<file path="config.mk">
export PLATFORM = sky130hd
export DESIGN_NAME = video_mode_detect_flat
export DESIGN_NICKNAME = d
export VERILOG_FILES = /design/src/rtl/video_mode_detect_if.sv /design/src/rtl/video_mode_detect.sv /design/src/flat_wrapper.sv
export SDC_FILE = /design/constraint.sdc
export NUM_CORES = 1
export LEC_CHECK = 0
export ABC_AREA = 0
export CORE_ASPECT_RATIO = 0.8
export CORE_MARGIN = 3
export CORE_UTILIZATION = 63
export CTS_CLUSTER_SIZE = 30
export DETAILED_ROUTE_END_ITERATION = 12
export PLACE_DENSITY = 0.82
export SYNTH_ARGS = -nofsm -noshare
export SYNTH_HDL_FRONTEND = slang
export SYNTH_SLANG_ARGS = --single-unit
</file>
<file path="constraint.sdc">
create_clock -name clk_32 -period 5.5 [get_ports clk_32]
set_input_delay 1.65 -clock clk_32 [delete_from_list [all_inputs] [get_ports clk_32]]
set_output_delay 1.65 -clock clk_32 [all_outputs]
set_load 0.01 [all_outputs]
</file>
<file path="src/rtl/video_mode_detect_if.sv">
// video_mode_detect_if: raw sync inputs and the measured video mode descriptor.
interface video_mode_detect_if;
  logic hs_in;
  logic vs_in;
  logic [11:0] h_period;
  logic [10:0] v_lines;
  logic hs_pol;
  logic vs_pol;
  logic is15k;
  logic is31k;
  logic valid;
  logic changed;
  modport master(
    output hs_in, vs_in,
    input h_period, v_lines, hs_pol, vs_pol, is15k, is31k, valid, changed
  );
  modport slave(
    input hs_in, vs_in,
    output h_period, v_lines, hs_pol, vs_pol, is15k, is31k, valid, changed
  );
endinterface

</file>
<file path="src/rtl/video_mode_detect.sv">
// video_mode_detect: measures hs/vs timing and publishes a debounced video mode descriptor.
module video_mode_detect #(
  parameter int TOL = 2
) (
  input logic clk_32,
  input logic reset,
  video_mode_detect_if.slave vm
);
  typedef enum logic [1:0] {NOSIG, ACQUIRE, LOCKED} state_t;
  typedef struct packed {
    logic [11:0] hp;
    logic [10:0] vl;
    logic hs;
    logic vs;
  } samp_t;
  state_t state, state_n;
  samp_t f, p, p_n, c, c_n;
  logic [2:0] hs_sr, vs_sr;
  logic hs_rise, vs_rise, hs_pol_m, line_pol, timeout;
  logic [11:0] hcnt, hhigh, line_period;
  logic [10:0] vcnt, vhigh, vcnt_f, vhigh_f;
  logic valid, valid_n, changed, changed_n;
  assign hs_rise = hs_sr[1] & ~hs_sr[2];
  assign vs_rise = vs_sr[1] & ~vs_sr[2];
  assign hs_pol_m = {hhigh, 1'b0} < {1'b0, hcnt};
  // a line ending on the vs rise cycle still belongs to the closing frame
  assign vcnt_f = (hs_rise && vcnt != 11'h7ff) ? vcnt + 11'd1 : vcnt;
  assign vhigh_f = (hs_rise && vs_sr[1] && vhigh != 11'h7ff) ? vhigh + 11'd1 : vhigh;
  assign f = {hs_rise ? hcnt : line_period, vcnt_f, hs_rise ? hs_pol_m : line_pol,
              {vhigh_f, 1'b0} < {1'b0, vcnt_f}};
  assign timeout = hcnt == 12'hfff || vcnt == 11'h7ff;
  always_ff @(posedge clk_32 or posedge reset)
    if (reset) begin
      hs_sr <= '0;
      vs_sr <= '0;
      hcnt <= '0;
      hhigh <= '0;
      line_period <= '0;
      line_pol <= 1'b0;
      vcnt <= '0;
      vhigh <= '0;
    end else begin
      hs_sr <= {hs_sr[1:0], vm.hs_in};
      vs_sr <= {vs_sr[1:0], vm.vs_in};
      hcnt <= hs_rise ? 12'd1 : hcnt + {11'd0, hcnt != 12'hfff};
      hhigh <= hs_rise ? 12'd1 : hhigh + {11'd0, hs_sr[1] && hhigh != 12'hfff};
      if (hs_rise) begin
        line_period <= hcnt;
        line_pol <= hs_pol_m;
      end
      vcnt <= vs_rise ? '0 : vcnt_f;
      vhigh <= vs_rise ? '0 : vhigh_f;
    end
  function automatic logic match(samp_t a, samp_t b);
    logic [11:0] d;
    d = a.hp > b.hp ? a.hp - b.hp : b.hp - a.hp;
    return a.vl == b.vl && a.hs == b.hs && a.vs == b.vs && d <= 12'(TOL);
  endfunction
  always_comb begin
    state_n = state;
    p_n = p;
    c_n = c;
    valid_n = valid;
    if (timeout) begin
      state_n = NOSIG;
      valid_n = 1'b0;
    end else if (vs_rise)
      case (state)
        NOSIG: begin
          p_n = f;
          state_n = ACQUIRE;
        end
        ACQUIRE:
          if (match(f, p)) begin
            c_n = f;
            valid_n = 1'b1;
            state_n = LOCKED;
          end else p_n = f;
        default:
          if (!match(f, c)) begin
            valid_n = 1'b0;
            p_n = f;
            state_n = ACQUIRE;
          end
      endcase
    changed_n = c_n != c || valid_n != valid;
  end
  always_ff @(posedge clk_32 or posedge reset)
    if (reset) begin
      state <= NOSIG;
      p <= '0;
      c <= '0;
      valid <= 1'b0;
      changed <= 1'b0;
    end else begin
      state <= state_n;
      p <= p_n;
      c <= c_n;
      valid <= valid_n;
      changed <= changed_n;
    end
  assign vm.h_period = c.hp;
  assign vm.v_lines = c.vl;
  assign vm.hs_pol = c.hs;
  assign vm.vs_pol = c.vs;
  assign vm.valid = valid;
  assign vm.changed = changed;
  assign vm.is15k = valid && c.hp >= 12'd1792 && c.hp <= 12'd2304;
  assign vm.is31k = valid && c.hp >= 12'd864 && c.hp <= 12'd1152;
endmodule

</file>
<file path="src/flat_wrapper.sv">
// flat-port wrapper written by rule: the top's interface ports become plain ports
module video_mode_detect_flat 
#(
  parameter int TOL = 2
)
  (clk_32, reset, vm_hs_in, vm_vs_in, vm_h_period, vm_v_lines, vm_hs_pol, vm_vs_pol, vm_is15k, vm_is31k, vm_valid, vm_changed);
  video_mode_detect_if vm_i ();
  input logic clk_32;
  input logic reset;
  input wire logic [$bits(vm_i.hs_in)-1:0] vm_hs_in;
  input wire logic [$bits(vm_i.vs_in)-1:0] vm_vs_in;
  output wire logic [$bits(vm_i.h_period)-1:0] vm_h_period;
  output wire logic [$bits(vm_i.v_lines)-1:0] vm_v_lines;
  output wire logic [$bits(vm_i.hs_pol)-1:0] vm_hs_pol;
  output wire logic [$bits(vm_i.vs_pol)-1:0] vm_vs_pol;
  output wire logic [$bits(vm_i.is15k)-1:0] vm_is15k;
  output wire logic [$bits(vm_i.is31k)-1:0] vm_is31k;
  output wire logic [$bits(vm_i.valid)-1:0] vm_valid;
  output wire logic [$bits(vm_i.changed)-1:0] vm_changed;
  assign vm_i.hs_in = vm_hs_in;
  assign vm_i.vs_in = vm_vs_in;
  assign vm_h_period = vm_i.h_period;
  assign vm_v_lines = vm_i.v_lines;
  assign vm_hs_pol = vm_i.hs_pol;
  assign vm_vs_pol = vm_i.vs_pol;
  assign vm_is15k = vm_i.is15k;
  assign vm_is31k = vm_i.is31k;
  assign vm_valid = vm_i.valid;
  assign vm_changed = vm_i.changed;
  video_mode_detect #(.TOL(TOL)) u_core (.clk_32(clk_32), .reset(reset), .vm(vm_i));
endmodule
</file>
==> metrics.csv <==
stage,metric,value,unit
outcome,status,finished clean,
synthesis,syn_area_per_cell,8.66,sq um
worst_setup_path,worstPathMaxFanout,11,
die,initial_core_util,65.1,%
timing,max-slew-margin-rel,40.5,%
synthesis,syn_inst,1033,
die,fp.coreArea,13700,sq um
cts,clockRootBuffer,clkbuf_16,
worst_setup_path,cp-startpoint,u_core.hs_sr[1],
run,max_cap_violations,0,
synthesis,synth.distinct_cells,83,
die,die_x,139,microns
timing,report.final.setup_viol,0,
drt,vias,8128,
timing,rsz0062_at_grt,false,
worst_setup_path,endpoint,u_core.p[19],
worst_setup_path,r2r-start,u_core.hs_sr[1],
cells_and_area,utilization,73.7,%
cts,clkSinkCount,119,
synthesis,ys_async_sr_fraction,100,%
synthesis,yosys_most_used_dff,dfrtp_1,
timing,finalHoldViolations,0,
die,ios,33,
timing,fmax,197,MHz
global_routing,grt_usage,32.7,%
cells_and_area,area_delta_synth_final,13.2,%
synthesis,synth.ff_latch_count,119,
worst_setup_path,required,5.85,ns
power,p_leak,4.59,nW
timing,tightest_slew,0.892,ns
global_routing,grt_antenna_before_repair,0,
cts,cts_inserted_buffers,17,
drt,drtIter0Drc,895,
timing,fin_crit,5.08,ns
power,power.density,389,nW/um^2
timing,fin_setup_tns,0,ns
worst_setup_path,r2r_cells,16,
worst_setup_path,start_kind,flip-flop,
worst_setup_path,rrSetupSlack,0.42,ns
cts,cts_tree,done,
synthesis,yosys_warnings,0,
drt,viasPerCell,6.46,
drt,ant_nets,0,
synthesis,yosysSeqAreaShare,33.3,%
die,die_h,113,microns
synthesis,synth_nets,1111,
cells_and_area,stdcell_count,1258,
synthesis,synth_top_cells_by_count,"dfrtp_1 (119), nand2_1 (110), inv_1 (90)",
place,port_buffers,32,
place,hpwl,18.6,mm
timing,finClkSkew,0.00818,ns
worst_setup_path,crit_type,reg2reg,
timing,period_share,92.4,%
worst_setup_path,worstPathArrival,5.43,ns
synthesis,synth_area_leaders,"dfrtp_1 (33%), ha_1 (9.9%), xnor2_1 (4.9%), nand2_1 (4.6%), inv_1 (3.8%)",
global_routing,grt_first_pass_wirelength,41.3,mm
place,placedCellCount,1226,
drt,first_pass_iters,6,
cts,h-tree-depth,4,
worst_hold_path,hp-class,reg2reg,
timing,hold_ws,0.357,ns
global_routing,grt_max_degree,51,
cells_and_area,fin_nets,1143,
timing,drv_slew,0,
global_routing,first_global_vias,7745,
cts,clkLatencyLatePin,0.43,ns
global_routing,grt.overflow.total,0,
die,die_area,15700,sq um
drt,avgRoutedWirePerCell,20.1,microns
cells_and_area,n_antenna_cell,0,
synthesis,synth_top_area_share,33.3,%
synthesis,synth_edf_count,0,
power,p_total,3.93,mW
place,place.gp.congestion,1.02,
drt,drc,0,
die,rows,38,
synthesis,yosysTopAreaCell,dfrtp_1,
worst_setup_path,rr_endpoint,u_core.p[19],
cells_and_area,layout-drive-gt1-share,7.61,%
drt,wl,25.2,mm
cts,holdBufCountCts,0,
cts,clk_path_buf_depth,2,
synthesis,netlist_area,8940,sq um
synthesis,yosysMostFrequentCell,dfrtp_1,
power,irDropWorstVdd,0.000354,V
worst_setup_path,end_kind,flip-flop,
cts,clk_pin_slew,0.06,ns
cell usage in the layout, fill, tap and decap left out, drive strengths merged, types with 9 or more instances in the layout:
cell type	Yosys	final
dfrtp	119	119
nand2	110	110
inv	90	92
o21ai	75	75
ha	71	71
nor2	60	60
xnor2	51	51
a21oi	49	49
clkdlybuf4s50	0	32
nand3	30	30
mux2i	29	29
buf	19	28
xor2	22	22
nand4	22	22
nor3	18	18
clkbuf	28	17
and2	16	16
and3	15	15
nor4	15	15
nand2b	13	13
a21o	13	13
a31oi	12	12
o211ai	11	11
a211oi	9	9
state kept, by name, indices dropped and copies added, names as in the netlist:
| register | count |
|---|---|
| u_core.vcnt | 11 |
| u_core.line_period | 12 |
| u_core.vm.vs_pol | 1 |
| u_core.line_pol | 1 |
| u_core.vs_sr | 3 |
| u_core.state | 2 |
| u_core.vm.v_lines | 11 |
| u_core.hhigh | 12 |
| u_core.vm.changed | 1 |
| u_core.vm.valid | 1 |
| u_core.hs_sr | 3 |
| u_core.p | 25 |
| u_core.vm.h_period | 12 |
| u_core.hcnt | 12 |
| u_core.vhigh | 11 |
| u_core.vm.hs_pol | 1 |
cells by family (layout without fill, tap and decap cells):
logic type      Yosys count  in the layout  share of synthesized area (%)
flops                   119            119                           33.3
xor+xnor                 73             73                           7.23
buf+inv                 137            182                           6.29
mux                      37             37                           4.25
simple gates            344            344                           19.7
fa+ha+maj                74             74                           10.6
compound gates          249            249                           18.6
area by class of cell:
cell class	instances	area [sq um]
inverter	90	340
multi-input combinational	777	5420
fill	993	3620
clock buffer	17	425
timing repair buffer	60	531
sequential	119	2980
tap	180	225
clock inverter	15	201
what timing repair did:
action | CTS | global route
buffers inserted | 0 | 0
setup endpoints to repair | 0 | 17
gates resized for setup | 0 | 2
power by group:
group	switching, mW	internal, mW
Combinational	1.00	0.708
Clock	0.436	0.758
Sequential	0.0795	0.947
metrics by stage:
stage / setup slack [ns] / cell area [sq um]
2_1_floorplan: 0.693 / 8940
3_3_place_gp: 0.455 / 9490
3_5_place_dp: 0.374 / 9490
4_1_cts: 0.332 / 10100
5_1_grt: 0.0649 / 10100
6_report: 0.418 / 10100
worst max-delay path: stages (launching register included):
cell      delay [ns]
dfrtp_1         0.49
nor2b_2         0.41
mux2i_1         0.55
ha_1            0.30
inv_1           0.06
fa_1            0.40
a21o_1          0.23
a221oi_2        0.46
a21oi_1         0.20
a41o_1          0.28
o211ai_1        0.10
nor4_1          0.09
a31o_2          0.27
a21oi_1         0.16
a21boi_4        0.44
buf_4           0.32
mux2i_1         0.23
per-layer routing:
| layer | share of wire (%) | wire length [microns] | vias up | GRT usage [%] |
|---|---|---|---|---|
| met3 | 10 | 2540 | 47 | 7.79 |
| met4 | 1.9 | 488 | 0 | 10.1 |
| met1 | 45 | 11400 | 3888 | 48.6 |
| li1 | - | - | 3765 | - |
| met2 | 43 | 10800 | 428 | 47.6 |
| met5 | 0 | 0 | - | 0 |
worst min path at each step:
stage                                from  slack [ns]              end  cells after the start
after floorplan           u_core.hs_sr[0]        0.33  u_core.hs_sr[1]                      0
after global placement    u_core.vs_sr[0]        0.33  u_core.vs_sr[1]                      0
after detailed placement  u_core.hs_sr[0]        0.33  u_core.hs_sr[1]                      0
after CTS                 u_core.vs_sr[0]        0.36  u_core.vs_sr[1]                      0
after global routing      u_core.vs_sr[0]        0.37  u_core.vs_sr[1]                      0
final                     u_core.vs_sr[0]        0.36  u_core.vs_sr[1]                      0
Power figures use the tool's default switching activity.
